===== config.mk =====
export PLATFORM = sky130hd
export DESIGN_NAME = boot_loader_flat
export DESIGN_NICKNAME = d
export VERILOG_FILES = /design/src/rtl/boot_loader_pkg.sv /design/src/rtl/boot_loader_if.sv /design/src/rtl/boot_word_packer.sv /design/src/rtl/boot_loader.sv /design/src/flat_wrapper.sv
export SDC_FILE = /design/constraint.sdc
export NUM_CORES = 1
export LEC_CHECK = 0
export BUFFER_PORTS_ARGS = -buffer_cell sky130_fd_sc_hd__buf_2
export CELL_PAD_IN_SITES_DETAIL_PLACEMENT = 1
export CELL_PAD_IN_SITES_GLOBAL_PLACEMENT = 2
export CORE_ASPECT_RATIO = 1.2
export CORE_MARGIN = 2
export CORE_UTILIZATION = 30
export CTS_CLUSTER_DIAMETER = 30
export CTS_CLUSTER_SIZE = 24
export DETAILED_ROUTE_END_ITERATION = 7
export PLACE_DENSITY_LB_ADDON = 0.3
export SYNTH_ARGS = -nofsm -noshare
export SYNTH_HDL_FRONTEND = slang
export SYNTH_SLANG_ARGS = --single-unit

===== constraint.sdc =====
create_clock -name clk -period 4.68 [get_ports clk]
set_input_delay 0.468 -clock clk [delete_from_list [all_inputs] [get_ports clk]]
set_output_delay 0.468 -clock clk [all_outputs]
set_load 0.02 [all_outputs]

===== src/rtl/boot_loader_pkg.sv =====
// boot_loader_pkg
// Shared constants, FSM state encoding and a log2 helper for the boot loader
// slice. Imported by the interface, the word packer and the top level.
package boot_loader_pkg;

    localparam int BYTE_W     = 8;
    localparam int WORD_BYTES = 4;
    localparam int WORD_W     = BYTE_W * WORD_BYTES;

    typedef enum logic [2:0] {
        ST_HDR   = 3'd0,
        ST_DATA  = 3'd1,
        ST_FLUSH = 3'd2,
        ST_HOLD  = 3'd3,
        ST_RUN   = 3'd4,
        ST_ERR   = 3'd5
    } state_t;

    // Smallest r with 2**r >= value; used for slot and line-offset widths.
    function automatic int log2Int(input int value);
        int result;
        result = 0;
        for (int i = 0; i < 31; i++) begin
            if ((1 << i) < value) begin
                result = i + 1;
            end
        end
        return result;
    endfunction

endpackage


===== src/rtl/boot_loader_if.sv =====
// boot_loader_if
// Bundles the byte stream, status flags, core-side memory requests and the
// muxed memory ports of the boot loader.
//   master : boot loader view (consumes rx/core requests, drives memories)
//   slave  : environment view (drives rx/core requests, observes memories)
interface boot_loader_if
    import boot_loader_pkg::*;
#(
    parameter int DATA_LEN    = 32,
    parameter int ADDR_LEN    = 32,
    parameter int FETCH_WIDTH = 4,
    parameter int IMEM_AW     = 9
);

    logic                          rx_valid;
    logic [BYTE_W-1:0]             rx_data;
    logic                          rx_ready;

    logic                          core_reset;
    logic                          prog_loading;
    logic                          load_done;
    logic                          load_err;

    logic [ADDR_LEN-1:0]           core_pc;
    logic [ADDR_LEN-1:0]           core_dmem_addr;
    logic [DATA_LEN-1:0]           core_dmem_wdata;
    logic                          core_dmem_we;

    logic [IMEM_AW-1:0]            imem_addr;
    logic [FETCH_WIDTH*DATA_LEN-1:0] imem_wdata;
    logic                          imem_we;

    logic [ADDR_LEN-1:0]           dmem_addr;
    logic [DATA_LEN-1:0]           dmem_wdata;
    logic                          dmem_we;

    modport master (
        input  rx_valid, rx_data, core_pc, core_dmem_addr, core_dmem_wdata, core_dmem_we,
        output rx_ready, core_reset, prog_loading, load_done, load_err,
               imem_addr, imem_wdata, imem_we, dmem_addr, dmem_wdata, dmem_we
    );

    modport slave (
        output rx_valid, rx_data, core_pc, core_dmem_addr, core_dmem_wdata, core_dmem_we,
        input  rx_ready, core_reset, prog_loading, load_done, load_err,
               imem_addr, imem_wdata, imem_we, dmem_addr, dmem_wdata, dmem_we
    );

endinterface


===== src/rtl/boot_word_packer.sv =====
// boot_word_packer
// Assembles little-endian bytes into words and words into FETCH_WIDTH-word
// instruction lines (slot 0 in the most significant bits).
// Ports:
//   byte_valid_i/byte_i : accepted image byte
//   last_word_i         : the word being completed is the final one
//   word_done_o         : this cycle completes a word (combinational)
//   slot_full_o         : the word in progress fills the last line slot
//   word_idx_o          : index of the word in progress
//   word_valid_o/word_o/word_addr_o : registered one-cycle data-memory write
//   line_valid_o/line_o/line_addr_o : registered one-cycle imem line write
module boot_word_packer
    import boot_loader_pkg::*;
#(
    parameter int DATA_LEN    = 32,
    parameter int ADDR_LEN    = 32,
    parameter int FETCH_WIDTH = 4,
    parameter int IMEM_AW     = 9
) (
    input  logic                            clk,
    input  logic                            reset_x,
    input  logic                            byte_valid_i,
    input  logic [BYTE_W-1:0]               byte_i,
    input  logic                            last_word_i,
    output logic                            word_done_o,
    output logic                            slot_full_o,
    output logic [ADDR_LEN-1:0]             word_idx_o,
    output logic                            word_valid_o,
    output logic [DATA_LEN-1:0]             word_o,
    output logic [ADDR_LEN-1:0]             word_addr_o,
    output logic                            line_valid_o,
    output logic [FETCH_WIDTH*DATA_LEN-1:0] line_o,
    output logic [IMEM_AW-1:0]              line_addr_o
);

    localparam int SLOT_BITS = log2Int(FETCH_WIDTH);
    localparam int LINE_W    = FETCH_WIDTH * DATA_LEN;

    logic [1:0]                 byteCnt_q;
    logic [DATA_LEN-BYTE_W-1:0] wordBuf_q;
    logic [ADDR_LEN-1:0]        wordCnt_q;
    logic [LINE_W-1:0]          lineBuf_q;
    logic                       wordValid_q;
    logic [DATA_LEN-1:0]        word_q;
    logic [ADDR_LEN-1:0]        wordAddr_q;
    logic                       lineValid_q;
    logic [LINE_W-1:0]          line_q;
    logic [IMEM_AW-1:0]         lineAddr_q;

    logic [DATA_LEN-1:0]        fullWord;
    logic [ADDR_LEN-1:0]        slotIdx;
    logic [LINE_W-1:0]          lineNext;

    // The fourth byte of a word is the most significant one.
    assign fullWord    = {byte_i, wordBuf_q};
    assign slotIdx     = wordCnt_q & ADDR_LEN'(FETCH_WIDTH - 1);
    assign word_done_o = byte_valid_i && (byteCnt_q == 2'd3);
    assign slot_full_o = (slotIdx == ADDR_LEN'(FETCH_WIDTH - 1));
    assign word_idx_o  = wordCnt_q;

    // Line buffer with the completing word dropped into its slot.
    always_comb begin
        lineNext = lineBuf_q;
        for (int k = 0; k < FETCH_WIDTH; k++) begin
            if (slotIdx == ADDR_LEN'(k)) begin
                lineNext[(FETCH_WIDTH-k)*DATA_LEN-1 -: DATA_LEN] = fullWord;
            end
        end
    end

    // Byte/word assembly. A line is emitted when its last slot fills or when
    // the final word of the image lands, so a partial line carries zeros in
    // its unfilled slots. The buffer clears after every emitted line.
    always_ff @(posedge clk) begin
        if (!reset_x) begin
            byteCnt_q   <= 2'd0;
            wordBuf_q   <= '0;
            wordCnt_q   <= '0;
            lineBuf_q   <= '0;
            wordValid_q <= 1'b0;
            word_q      <= '0;
            wordAddr_q  <= '0;
            lineValid_q <= 1'b0;
            line_q      <= '0;
            lineAddr_q  <= '0;
        end else begin
            wordValid_q <= 1'b0;
            lineValid_q <= 1'b0;
            if (byte_valid_i) begin
                case (byteCnt_q)
                    2'd0: wordBuf_q[7:0]   <= byte_i;
                    2'd1: wordBuf_q[15:8]  <= byte_i;
                    2'd2: wordBuf_q[23:16] <= byte_i;
                    default: begin
                        wordValid_q <= 1'b1;
                        word_q      <= fullWord;
                        wordAddr_q  <= {wordCnt_q[ADDR_LEN-3:0], 2'b00};
                        wordCnt_q   <= wordCnt_q + 1'b1;
                        if (slot_full_o || last_word_i) begin
                            lineValid_q <= 1'b1;
                            line_q      <= lineNext;
                            lineAddr_q  <= IMEM_AW'(wordCnt_q >> SLOT_BITS);
                            lineBuf_q   <= '0;
                        end else begin
                            lineBuf_q   <= lineNext;
                        end
                    end
                endcase
                byteCnt_q <= byteCnt_q + 2'd1;
            end
        end
    end

    assign word_valid_o = wordValid_q;
    assign word_o       = word_q;
    assign word_addr_o  = wordAddr_q;
    assign line_valid_o = lineValid_q;
    assign line_o       = line_q;
    assign line_addr_o  = lineAddr_q;

endmodule


===== src/rtl/boot_loader.sv =====
// boot_loader
// Loads a byte-serial program image (4-byte length header, then N words)
// into data and instruction memory, holds the core in reset until done, then
// hands both memory ports to the core.
// Ports:
//   clk, reset_x : clock, synchronous active-low reset
//   bus (master) : rx byte stream, status flags, core requests, memory ports
module boot_loader
    import boot_loader_pkg::*;
#(
    parameter int DATA_LEN    = 32,
    parameter int ADDR_LEN    = 32,
    parameter int FETCH_WIDTH = 4,
    parameter int IMEM_AW     = 9,
    parameter int MAX_WORDS   = 2048,
    parameter int HOLD_CYCLES = 4
) (
    input  logic          clk,
    input  logic          reset_x,
    boot_loader_if.master bus
);

    localparam int LB = log2Int(FETCH_WIDTH * WORD_BYTES);

    state_t                          state_q;
    logic [1:0]                      hdrCnt_q;
    logic [31:0]                     len_q;
    logic [15:0]                     holdCnt_q;
    logic                            rxReady_q;
    logic                            coreReset_q;
    logic                            progLoading_q;
    logic                            loadDone_q;
    logic                            loadErr_q;

    logic                            accept;
    logic                            dataByte;
    logic [31:0]                     hdrLen;
    logic                            lastWord;
    logic                            wordDone;
    logic                            slotFull;
    logic [ADDR_LEN-1:0]             wordIdx;
    logic                            wordValid;
    logic [DATA_LEN-1:0]             wordData;
    logic [ADDR_LEN-1:0]             wordAddr;
    logic                            lineValid;
    logic [FETCH_WIDTH*DATA_LEN-1:0] lineData;
    logic [IMEM_AW-1:0]              lineAddr;
    logic                            unusedPc;

    assign accept   = bus.rx_valid && rxReady_q;
    assign dataByte = accept && (state_q == ST_DATA);
    assign hdrLen   = {bus.rx_data, len_q[23:0]};
    assign lastWord = ((32'(wordIdx) + 32'd1) == len_q);

    boot_word_packer #(
        .DATA_LEN    (DATA_LEN),
        .ADDR_LEN    (ADDR_LEN),
        .FETCH_WIDTH (FETCH_WIDTH),
        .IMEM_AW     (IMEM_AW)
    ) u_packer (
        .clk          (clk),
        .reset_x      (reset_x),
        .byte_valid_i (dataByte),
        .byte_i       (bus.rx_data),
        .last_word_i  (lastWord),
        .word_done_o  (wordDone),
        .slot_full_o  (slotFull),
        .word_idx_o   (wordIdx),
        .word_valid_o (wordValid),
        .word_o       (wordData),
        .word_addr_o  (wordAddr),
        .line_valid_o (lineValid),
        .line_o       (lineData),
        .line_addr_o  (lineAddr)
    );

    // Load sequencer with registered outputs. rx_ready is computed from the
    // next state so the byte completing the image or header is the last one
    // taken. A last word that fills its line goes straight to HOLD; a
    // partial line spends one FLUSH cycle while the packer's zero-padded
    // line write is on the bus.
    always_ff @(posedge clk) begin
        if (!reset_x) begin
            state_q       <= ST_HDR;
            hdrCnt_q      <= 2'd0;
            len_q         <= '0;
            holdCnt_q     <= '0;
            rxReady_q     <= 1'b0;
            coreReset_q   <= 1'b1;
            progLoading_q <= 1'b1;
            loadDone_q    <= 1'b0;
            loadErr_q     <= 1'b0;
        end else begin
            case (state_q)
                ST_HDR: begin
                    rxReady_q <= 1'b1;
                    if (accept) begin
                        hdrCnt_q <= hdrCnt_q + 2'd1;
                        case (hdrCnt_q)
                            2'd0: len_q[7:0]   <= bus.rx_data;
                            2'd1: len_q[15:8]  <= bus.rx_data;
                            2'd2: len_q[23:16] <= bus.rx_data;
                            default: begin
                                len_q <= hdrLen;
                                if (hdrLen > 32'(MAX_WORDS)) begin
                                    state_q   <= ST_ERR;
                                    rxReady_q <= 1'b0;
                                    loadErr_q <= 1'b1;
                                end else if (hdrLen == 32'd0) begin
                                    state_q    <= ST_HOLD;
                                    rxReady_q  <= 1'b0;
                                    loadDone_q <= 1'b1;
                                    holdCnt_q  <= '0;
                                end else begin
                                    state_q <= ST_DATA;
                                end
                            end
                        endcase
                    end
                end
                ST_DATA: begin
                    rxReady_q <= 1'b1;
                    if (wordDone && lastWord) begin
                        rxReady_q <= 1'b0;
                        if (slotFull) begin
                            state_q    <= ST_HOLD;
                            loadDone_q <= 1'b1;
                            holdCnt_q  <= '0;
                        end else begin
                            state_q <= ST_FLUSH;
                        end
                    end
                end
                ST_FLUSH: begin
                    state_q    <= ST_HOLD;
                    loadDone_q <= 1'b1;
                    holdCnt_q  <= '0;
                end
                ST_HOLD: begin
                    if (holdCnt_q == 16'(HOLD_CYCLES - 1)) begin
                        state_q       <= ST_RUN;
                        coreReset_q   <= 1'b0;
                        progLoading_q <= 1'b0;
                    end else begin
                        holdCnt_q <= holdCnt_q + 16'd1;
                    end
                end
                ST_RUN: begin
                    state_q <= ST_RUN;
                end
                ST_ERR: begin
                    state_q <= ST_ERR;
                end
                default: begin
                    state_q <= ST_HDR;
                end
            endcase
        end
    end

    // Memory port ownership: the loader while loading, the core afterwards.
    // Core stores are blocked for the whole load phase.
    always_comb begin
        if (progLoading_q) begin
            bus.dmem_we    = wordValid;
            bus.dmem_addr  = wordAddr;
            bus.dmem_wdata = wordData;
            bus.imem_we    = lineValid;
            bus.imem_addr  = lineAddr;
        end else begin
            bus.dmem_we    = bus.core_dmem_we;
            bus.dmem_addr  = bus.core_dmem_addr;
            bus.dmem_wdata = bus.core_dmem_wdata;
            bus.imem_we    = 1'b0;
            bus.imem_addr  = bus.core_pc[IMEM_AW+LB-1 -: IMEM_AW];
        end
    end

    // Only a slice of the PC selects the line; the rest is deliberately dropped.
    assign unusedPc = ^bus.core_pc;

    assign bus.imem_wdata   = lineData;
    assign bus.rx_ready     = rxReady_q;
    assign bus.core_reset   = coreReset_q;
    assign bus.prog_loading = progLoading_q;
    assign bus.load_done    = loadDone_q;
    assign bus.load_err     = loadErr_q;

endmodule

===== src/flat_wrapper.sv =====
// flat-port wrapper written by rule: the top's interface ports become plain ports
module boot_loader_flat import boot_loader_pkg::*;
#(
    parameter int DATA_LEN    = 32,
    parameter int ADDR_LEN    = 32,
    parameter int FETCH_WIDTH = 4,
    parameter int IMEM_AW     = 9,
    parameter int MAX_WORDS   = 2048,
    parameter int HOLD_CYCLES = 4
)
  (clk, reset_x, bus_rx_valid, bus_rx_data, bus_core_pc, bus_core_dmem_addr, bus_core_dmem_wdata, bus_core_dmem_we, bus_rx_ready, bus_core_reset, bus_prog_loading, bus_load_done, bus_load_err, bus_imem_addr, bus_imem_wdata, bus_imem_we, bus_dmem_addr, bus_dmem_wdata, bus_dmem_we);
  boot_loader_if #(.DATA_LEN(DATA_LEN), .ADDR_LEN(ADDR_LEN), .FETCH_WIDTH(FETCH_WIDTH), .IMEM_AW(IMEM_AW)) bus_i ();
  input  logic clk;
  input  logic reset_x;
  input wire logic [$bits(bus_i.rx_valid)-1:0] bus_rx_valid;
  input wire logic [$bits(bus_i.rx_data)-1:0] bus_rx_data;
  input wire logic [$bits(bus_i.core_pc)-1:0] bus_core_pc;
  input wire logic [$bits(bus_i.core_dmem_addr)-1:0] bus_core_dmem_addr;
  input wire logic [$bits(bus_i.core_dmem_wdata)-1:0] bus_core_dmem_wdata;
  input wire logic [$bits(bus_i.core_dmem_we)-1:0] bus_core_dmem_we;
  output wire logic [$bits(bus_i.rx_ready)-1:0] bus_rx_ready;
  output wire logic [$bits(bus_i.core_reset)-1:0] bus_core_reset;
  output wire logic [$bits(bus_i.prog_loading)-1:0] bus_prog_loading;
  output wire logic [$bits(bus_i.load_done)-1:0] bus_load_done;
  output wire logic [$bits(bus_i.load_err)-1:0] bus_load_err;
  output wire logic [$bits(bus_i.imem_addr)-1:0] bus_imem_addr;
  output wire logic [$bits(bus_i.imem_wdata)-1:0] bus_imem_wdata;
  output wire logic [$bits(bus_i.imem_we)-1:0] bus_imem_we;
  output wire logic [$bits(bus_i.dmem_addr)-1:0] bus_dmem_addr;
  output wire logic [$bits(bus_i.dmem_wdata)-1:0] bus_dmem_wdata;
  output wire logic [$bits(bus_i.dmem_we)-1:0] bus_dmem_we;
  assign bus_i.rx_valid = bus_rx_valid;
  assign bus_i.rx_data = bus_rx_data;
  assign bus_i.core_pc = bus_core_pc;
  assign bus_i.core_dmem_addr = bus_core_dmem_addr;
  assign bus_i.core_dmem_wdata = bus_core_dmem_wdata;
  assign bus_i.core_dmem_we = bus_core_dmem_we;
  assign bus_rx_ready = bus_i.rx_ready;
  assign bus_core_reset = bus_i.core_reset;
  assign bus_prog_loading = bus_i.prog_loading;
  assign bus_load_done = bus_i.load_done;
  assign bus_load_err = bus_i.load_err;
  assign bus_imem_addr = bus_i.imem_addr;
  assign bus_imem_wdata = bus_i.imem_wdata;
  assign bus_imem_we = bus_i.imem_we;
  assign bus_dmem_addr = bus_i.dmem_addr;
  assign bus_dmem_wdata = bus_i.dmem_wdata;
  assign bus_dmem_we = bus_i.dmem_we;
  boot_loader #(.DATA_LEN(DATA_LEN), .ADDR_LEN(ADDR_LEN), .FETCH_WIDTH(FETCH_WIDTH), .IMEM_AW(IMEM_AW), .MAX_WORDS(MAX_WORDS), .HOLD_CYCLES(HOLD_CYCLES)) u_core (.clk(clk), .reset_x(reset_x), .bus(bus_i));
endmodule

**Yosys cells after proc, flatten, opt, wreduce, memory -nomap -nowiden**

Index checks and enable logic that the tools add are counted.

- Bits in registers: 444
- Input port bits: 108
- Word-level logic and storage cells: 128

- Bitwise gates (word level): 4
- Reductions and logical operators: 32
- Magnitude comparators: 1
- Mux-type cells: 41
- Eq/ne operators: 23
- Add/sub/neg operators: 4

Operators by type and width:

| kind | number |
|---|---|
| $mux 32 | 6 |
| $mux 128 | 1 |
| $mux 16 | 7 |
| $logic_not 32->1 | 2 |
| $pmux 16 s4 | 1 |
| $add 32x1->32 const B | 1 |
| $eq 32x32->1 | 1 |
| $gt 32x12->1 const B | 1 |
| $pmux 3 s6 | 1 |
| $add 16x1->16 const B | 1 |
| $eq 16x2->1 const B | 1 |
| $mux 1 | 16 |
| $mux 3 | 5 |
| $reduce_and 3->1 | 5 |
| $reduce_and 2->1 | 7 |
| $eq 2x2->1 const B | 5 |
| $ne 2x2->1 const B | 5 |
| $mux 9 | 1 |
| $reduce_and 4->1 | 2 |
| $reduce_and 8->1 | 1 |
| $reduce_and 7->1 | 1 |
| $eq 2x1->1 const B | 3 |
| $eq 3x2->1 const B | 2 |
| $eq 3x3->1 const B | 2 |
| 16 further kinds | 27 |

**Depth between registers and ports, before layout**

- Depth in word-level cells: 6
- Depth in mapped cells: 13
- Mapped depth without buffers: 10

**Cells and area by module**

From an unflattened synthesis, not the netlist that was laid out.

- Cell total of the unflattened synthesis: 2,231
- Area, all modules: 19,612.6 µm²

By module, submodules not included:

| module | times used | area an instance (µm²) | cells an instance | sequential area each (µm²) |
|---|---|---|---|---|
| boot_word_packer | 1 | 14,701.6 | 1,620 | 7,747.4 |
| boot_loader | 1 | 4,911.0 | 611 | 1,141.1 |

**Least setup slack after synthesis**

Ideal clock, no wire load.

- Kind: reg2reg
- Start point: register u_core.u_packer.wordCnt_q[1] (netlist: u_core.u_packer.word_idx_o[1])
- End point: register u_core.holdCnt_q[15]
- Arrival: 3,197 ps
- Clock period less this slack: 3,321 ps
- Library setup time: 123 ps
- Stages on the path, launching flop included: 13
- Path slack: 1,359 ps
- Data required time: 4,557 ps
- Buffers on the path: 2
- Cell sequence: dfxtp_1 -> ha_1 -> buf_1 -> xnor2_1 -> nor2_1 -> o32a_1 -> or3b_2 -> nor4_2 -> nand3_2 -> o31a_1 -> a21boi_2 -> buf_2 -> o22ai_1

- Cells in the longest elaborated chain, start to end: 5

Ends and longest elaborated chain:

| item | line | RTL |
|---|---|---|
| start: declaration | boot_word_packer.sv:41 | `logic [ADDR_LEN-1:0] wordCnt_q;` |
| start signal: assignment | boot_word_packer.sv:98 | `wordCnt_q <= wordCnt_q + 1'b1;` |
| $add 32x1->32 | boot_loader.sv:53 | `assign lastWord = ((32'(wordIdx) + 32'd1) == len_q);` |
| $eq 32x32->1 | boot_loader.sv:53 |  |
| $logic_and 1x1->1 | boot_loader.sv:123 | `if (wordDone && lastWord) begin` |
| $ne 2x2->1 (no source line) | -- |  |
| $reduce_and 8->1 (no source line) (*) | -- |  |
| end signal: assignment | boot_loader.sv:145 | `holdCnt_q <= holdCnt_q + 16'd1;` |
| end: declaration | boot_loader.sv:28 | `logic [15:0] holdCnt_q;` |

Every way passes the cells marked *; elsewhere a longest branch is shown, timed or not.
A chain may end at the register's enable or synchronous reset.

**Worst setup path in the final report**

- Start point: register u_core.u_packer.wordCnt_q[4] (netlist: u_core.u_packer.word_idx_o[4])
- End point: register u_core.u_packer.lineBuf_q[102]

- Cells in the longest elaborated chain, start to end: 4

Ends and longest elaborated chain:

| item | line | RTL |
|---|---|---|
| $add 32x1->32 | boot_loader.sv:53 |  |
| $eq 32x32->1 | boot_loader.sv:53 |  |
| $logic_or 1x1->1 | boot_word_packer.sv:99 | `if (slot_full_o \|\| last_word_i) begin` |
| $mux 128 | boot_word_packer.sv:99 |  |
| end signal: assignment | boot_word_packer.sv:105 | `lineBuf_q <= lineNext;` |
| end: declaration | boot_word_packer.sv:42 | `logic [LINE_W-1:0] lineBuf_q;` |

No other way between the ends.

==> summary.txt <==
Run status
  – Status: finished clean

Critical path
  – Critical Path AT: about 4.7 ns
  – CP endpoint kind: flip-flop
  – CP max-delay cell: or4_1
  – Crit-path cells: nand3_2 > or4_1 > nor4_1 > xnor2_1 > o2111a_1 > nand4_1 > o21ai_4 > buf_12 > o21ai_4 > a32o_1
  – Worst reg2reg endpoint: u_core.u_packer.lineBuf_q[102]$_SDFFE_PN0P_
  – CP delay by family, top: simple AND/OR/NAND/NOR gates
  – Crit path top cell by count: o21ai_4
  – Worst R2R Setup Slack: 0.49 ns
  – Worst r2r path cells: 10
  – Critical R2R Launch: u_core.u_packer.word_idx_o[4]$_SDFFE_PN0P_
  – CP Class: flip-flop to flip-flop
  – Crit path buffers/inverters: 1
  – Crit start category: flip-flop
  – Worst-path maximum fanout: just under 60
  – Worst Path Required: 5.20 ns
  – CP max stage delay: between 0.7 and 0.8 ns

GRT
  – Initial antenna violation count: 0
  – Total GRT Usage: between 10% and 20%
  – Global-route wire length before repair: 106000 µm
  – Number of global-route vias before repair: about 18k
  – Total global routing overflow: 0
  – Largest net degree at the start of global routing: around 140

Logic synthesis
  – Most used DFF post-synth: dfxtp_1
  – Yosys top cell area share: 45.0%
  – Net Count, Synth: 2278
  – Synth warnings: 0
  – Sequential area share after synthesis: between 40% and 50%
  – Biggest area consumer among synthesized cells: dfxtp_1
  – Post-Synthesis Cells: ~2.2k
  – Cell variety after synth: 67
  – Flops & latches, synth: 444
  – Cell Area, Synth: 19800 µm²
  – Syn avg cell area: 9.16 µm²
  – Top cells by area, synth: dfxtp_1 45%, mux2i_1 6.8%, o211a_1 6.5%, nand2_1 5.6%, nand3_1 5.1%
  – Post-synth EDFFs: 0
  – Fraction of registers with async set or reset after synthesis: 0%

Power and ir drop
  – Static leakage: approximately 11 nW
  – Combinational share of power: around 2.3%
  – Sequential share of power: between 30% and 40%
  – Max IR drop VDD: roughly 0.26 mV
  – Sw power: approximately 0.0025 W
  – Internal: slightly below 0.009 W
  – Sw frac: roughly 22%
  – Clock power frac: ~64%
  – PD cells: approximately 440 nW/µm²

CTS
  – Total CTS buffers: slightly below 100
  – Cts hold-fix bufs: 0
  – CTS sink count: about 440
  – Post-CTS setup buffer count: 0
  – CTS resizes: 0
  – Root Buffer: clkbuf_16
  – CTS tree: built
  – Clock buffer depth: 3
  – CTS clk-pin slew, worst paths: approximately 0.05 ns
  – Clock Latency Late Sink: about 0.64 ns
  – H-tree Lvls: 3

Hold path
  – Hold Path Depth: 3
  – Tightest Hold Check Type: input port to flip-flop
  – HP Start: bus_rx_valid
  – Worst Hold End: u_core.state_q[0]$_SDFFE_PN0P_

STA
  – Relative slew margins: 26.1%
  – Max Fclk: 0.239 GHz
  – Slew Limit Fails: 0
  – Tcrit/Tclk final: between 80% and 90%
  – Worst-case hold slack: 0.250 ns
  – Final hold vios: 0
  – Setup ws final: between 0.4 and 0.5 ns
  – Clk_skew: about 0.028 ns
  – RSZ-0062 raised after global routing: false
  – Setup-failing EPs final: 0
  – Least-Margin Pin Slew: ~1.1 ns
  – Setup tns final: 0 ns
  – Min Tclk post-route: ~4.2 ns

Placed design
  – Place WS: roughly 0.47 ns
  – DP Wirelength: approximately 44000 µm
  – PortBufs: slightly below 300
  – Gpl congestion: approximately 0.8

Floorplan
  – Row cnt: 103
  – Chip Height: between 200 and 300 µm
  – Die area: between 60000 and 70000 µm²
  – Total core area: 65500 µm²
  – Die X: between 200 and 250 µm
  – I/O pin count: between 300 and 400
  – Starting Density: between 30% and 40%

Final layout
  – Diode count: 0
  – Area grow syn2layout: 28.5%
  – Util after Layout: 38.8%
  – FILL cells: ~7.5k
  – Final #Nets: about 2.5k
  – Share of layout cells above drive strength 1: 24.8%

Detailed routing
  – DRC Markers: 0
  – Met2 wire len: around 34000 µm
  – Met1 wire length: approximately 30000 µm
  – DRT iter0 DRCs: 843
  – Final ANT Viol Nets: 0
  – Avg WL per Cell: around 21 µm
  – Vias: 17.4k
  – Highest metal used: met4
  – Met3 wire length: between 2000 and 3000 µm
  – Vias per cell: 5.26
  – DRT Pass-1 Iters: 5
  – WL final: ~69000 µm

Job
  – Max cap viols: 0
## cells in the mapped netlist (9+ instances only)
master	n
nor4_1	25
o211a_1	128
and2_1	36
o2bb2ai_1	32
xor2_1	25
a21oi_1	137
a32o_1	66
nand3_1	203
a31oi_1	9
nand4_1	20
ha_1	13
buf_2	44
mux2_2	72
o21ai_1	11
nand2_1	294
mux2i_1	134
inv_1	18
and3_1	35
nor3_1	16
or3_1	12
clkbuf_1	156
nor2_1	69
buf_1	11
o21ai_0	25
xnor2_1	42
dfxtp_1	444
or2_2	9
## sequential cells by signal (all words and copies together) (netlist names)
| register | count |
|---|---|
| u_core.bus.core_reset | 1 |
| u_core.bus.load_done | 1 |
| u_core.bus.load_err | 1 |
| u_core.bus.rx_ready | 1 |
| u_core.hdrCnt_q | 2 |
| u_core.holdCnt_q | 16 |
| u_core.len_q | 32 |
| u_core.state_q | 3 |
| u_core.u_packer.byteCnt_q | 2 |
| u_core.u_packer.lineBuf_q | 128 |
| u_core.u_packer.line_addr_o | 9 |
| u_core.u_packer.line_o | 128 |
| u_core.u_packer.line_valid_o | 1 |
| u_core.u_packer.wordBuf_q | 24 |
| u_core.u_packer.word_addr_o | 30 |
| u_core.u_packer.word_idx_o | 32 |
| u_core.u_packer.word_o | 32 |
| u_core.u_packer.word_valid_o | 1 |
## per-layer routing
metal / GRT usage, % / up-vias
met5: 0 / -
met1: 24.4 / 8635
met2: 34.1 / 378
met3: 3.22 / 112
met4: 8.05 / 0
li1: - / 8234
## area by class of cell
class | count | area (µm²) | share of cell area [%]
Clock inverter | 60 | 776 | 3.06
Tap cell | 840 | 1050 | 4.14
Multi-Input combinational cell | 1480 | 10000 | 39.4
Sequential cell | 444 | 8890 | 35.0
Inverter | 19 | 73.8 | 0.291
Timing Repair Buffer | 331 | 1850 | 7.29
Clock buffer | 125 | 2740 | 10.8
## how the worst max path moves through the flow
stage / depth (start not counted) / slack, ns / to / start
3_5_place_dp: 10 / 0.47 / u_core.u_packer.lineBuf_q[102]$_SDFFE_PN0P_ / u_core.u_packer.word_idx_o[4]$_SDFFE_PN0P_
5_1_grt: 10 / 0.20 / u_core.u_packer.lineBuf_q[102]$_SDFFE_PN0P_ / u_core.u_packer.word_idx_o[4]$_SDFFE_PN0P_
2_1_floorplan: 12 / 1.36 / u_core.holdCnt_q[15]$_SDFFE_PN0P_ / u_core.u_packer.word_idx_o[1]$_SDFFE_PN0P_
6_report: 10 / 0.49 / u_core.u_packer.lineBuf_q[102]$_SDFFE_PN0P_ / u_core.u_packer.word_idx_o[4]$_SDFFE_PN0P_
3_3_place_gp: 10 / 0.52 / u_core.u_packer.lineBuf_q[107]$_SDFFE_PN0P_ / u_core.u_packer.word_idx_o[4]$_SDFFE_PN0P_
4_1_cts: 10 / 0.43 / u_core.u_packer.lineBuf_q[102]$_SDFFE_PN0P_ / u_core.u_packer.word_idx_o[4]$_SDFFE_PN0P_
## worst register-to-register path: cells and delay by family, from the launching register on
kind            cells  cell delay [ns]
simple gates        4             1.71
flops               1             0.49
compound gates      4             1.39
xor+xnor            1             0.17
buf+inv             1             0.32
## cell usage in the layout, fill, tap and decap left out, types with 6 or more instances in the layout
master      synthesis  layout
a211oi_1            6       6
nand2b_1            6       6
or3_1              12      12
clkinv_2            0      16
xnor2_1            42      42
a32o_1             66      66
clkinv_4            0       7
nand2_1           294     293
o211a_1           128     128
o2bb2ai_1          32      32
nor3_1             16      16
mux2_2             72      72
inv_1              18      18
ha_1               13       9
a31oi_1             9       9
mux2i_1           134     134
clkinvlp_4          0      16
dfxtp_1           444     443
or2_2               9       9
clkbuf_8            0      14
xor2_1             25      25
buf_4               2      32
buf_12              0       7
a21oi_1           137     136
bufinv_16           0      14
clkbuf_1          156      11
nand4_1            20      20
and3_1             35      35
nand3_1           203     203
nor2_1             69      67
nor4_1             25      25
clkbuf_16           0     100
o21ai_1            11       9
o21ai_0            25      25
buf_2              44     291
and4_1              6       6
and2_1             36      34
## cells by family (layout without fill, tap and decap cells)
| logic type | Yosys count | count (layout) | synth area share (%) |
|---|---|---|---|
| flops | 444 | 444 | 45.0 |
| buf+inv | 233 | 535 | 4.75 |
| mux | 206 | 206 | 10.9 |
| fa+ha+maj | 13 | 13 | 0.823 |
| compound gates | 444 | 444 | 17.5 |
| xor+xnor | 67 | 67 | 2.97 |
| simple gates | 750 | 750 | 18.1 |
## stage by stage
stage | instances | instance area [µm²] | power (W)
floorplan | 2157 | 19800 | 0.00402
global placement | 3114 | 21900 | 0.00413
detailed placement | 3114 | 21900 | 0.00414
CTS | 3299 | 25400 | 0.0114
global route | 3299 | 25400 | 0.0116
finish | 3299 | 25400 | 0.0113
## power by group through the flow
stage               Combinational, W  Sequential, W  Clock [W]
CTS                         0.000257        0.00381    0.00737
floorplan                   0.000142        0.00388          0
finish                      0.000254        0.00381    0.00722
detailed placement          0.000256        0.00388          0
global route                0.000278        0.00381    0.00755
global placement            0.000252        0.00388          0
(Power assumes the default switching activity.)
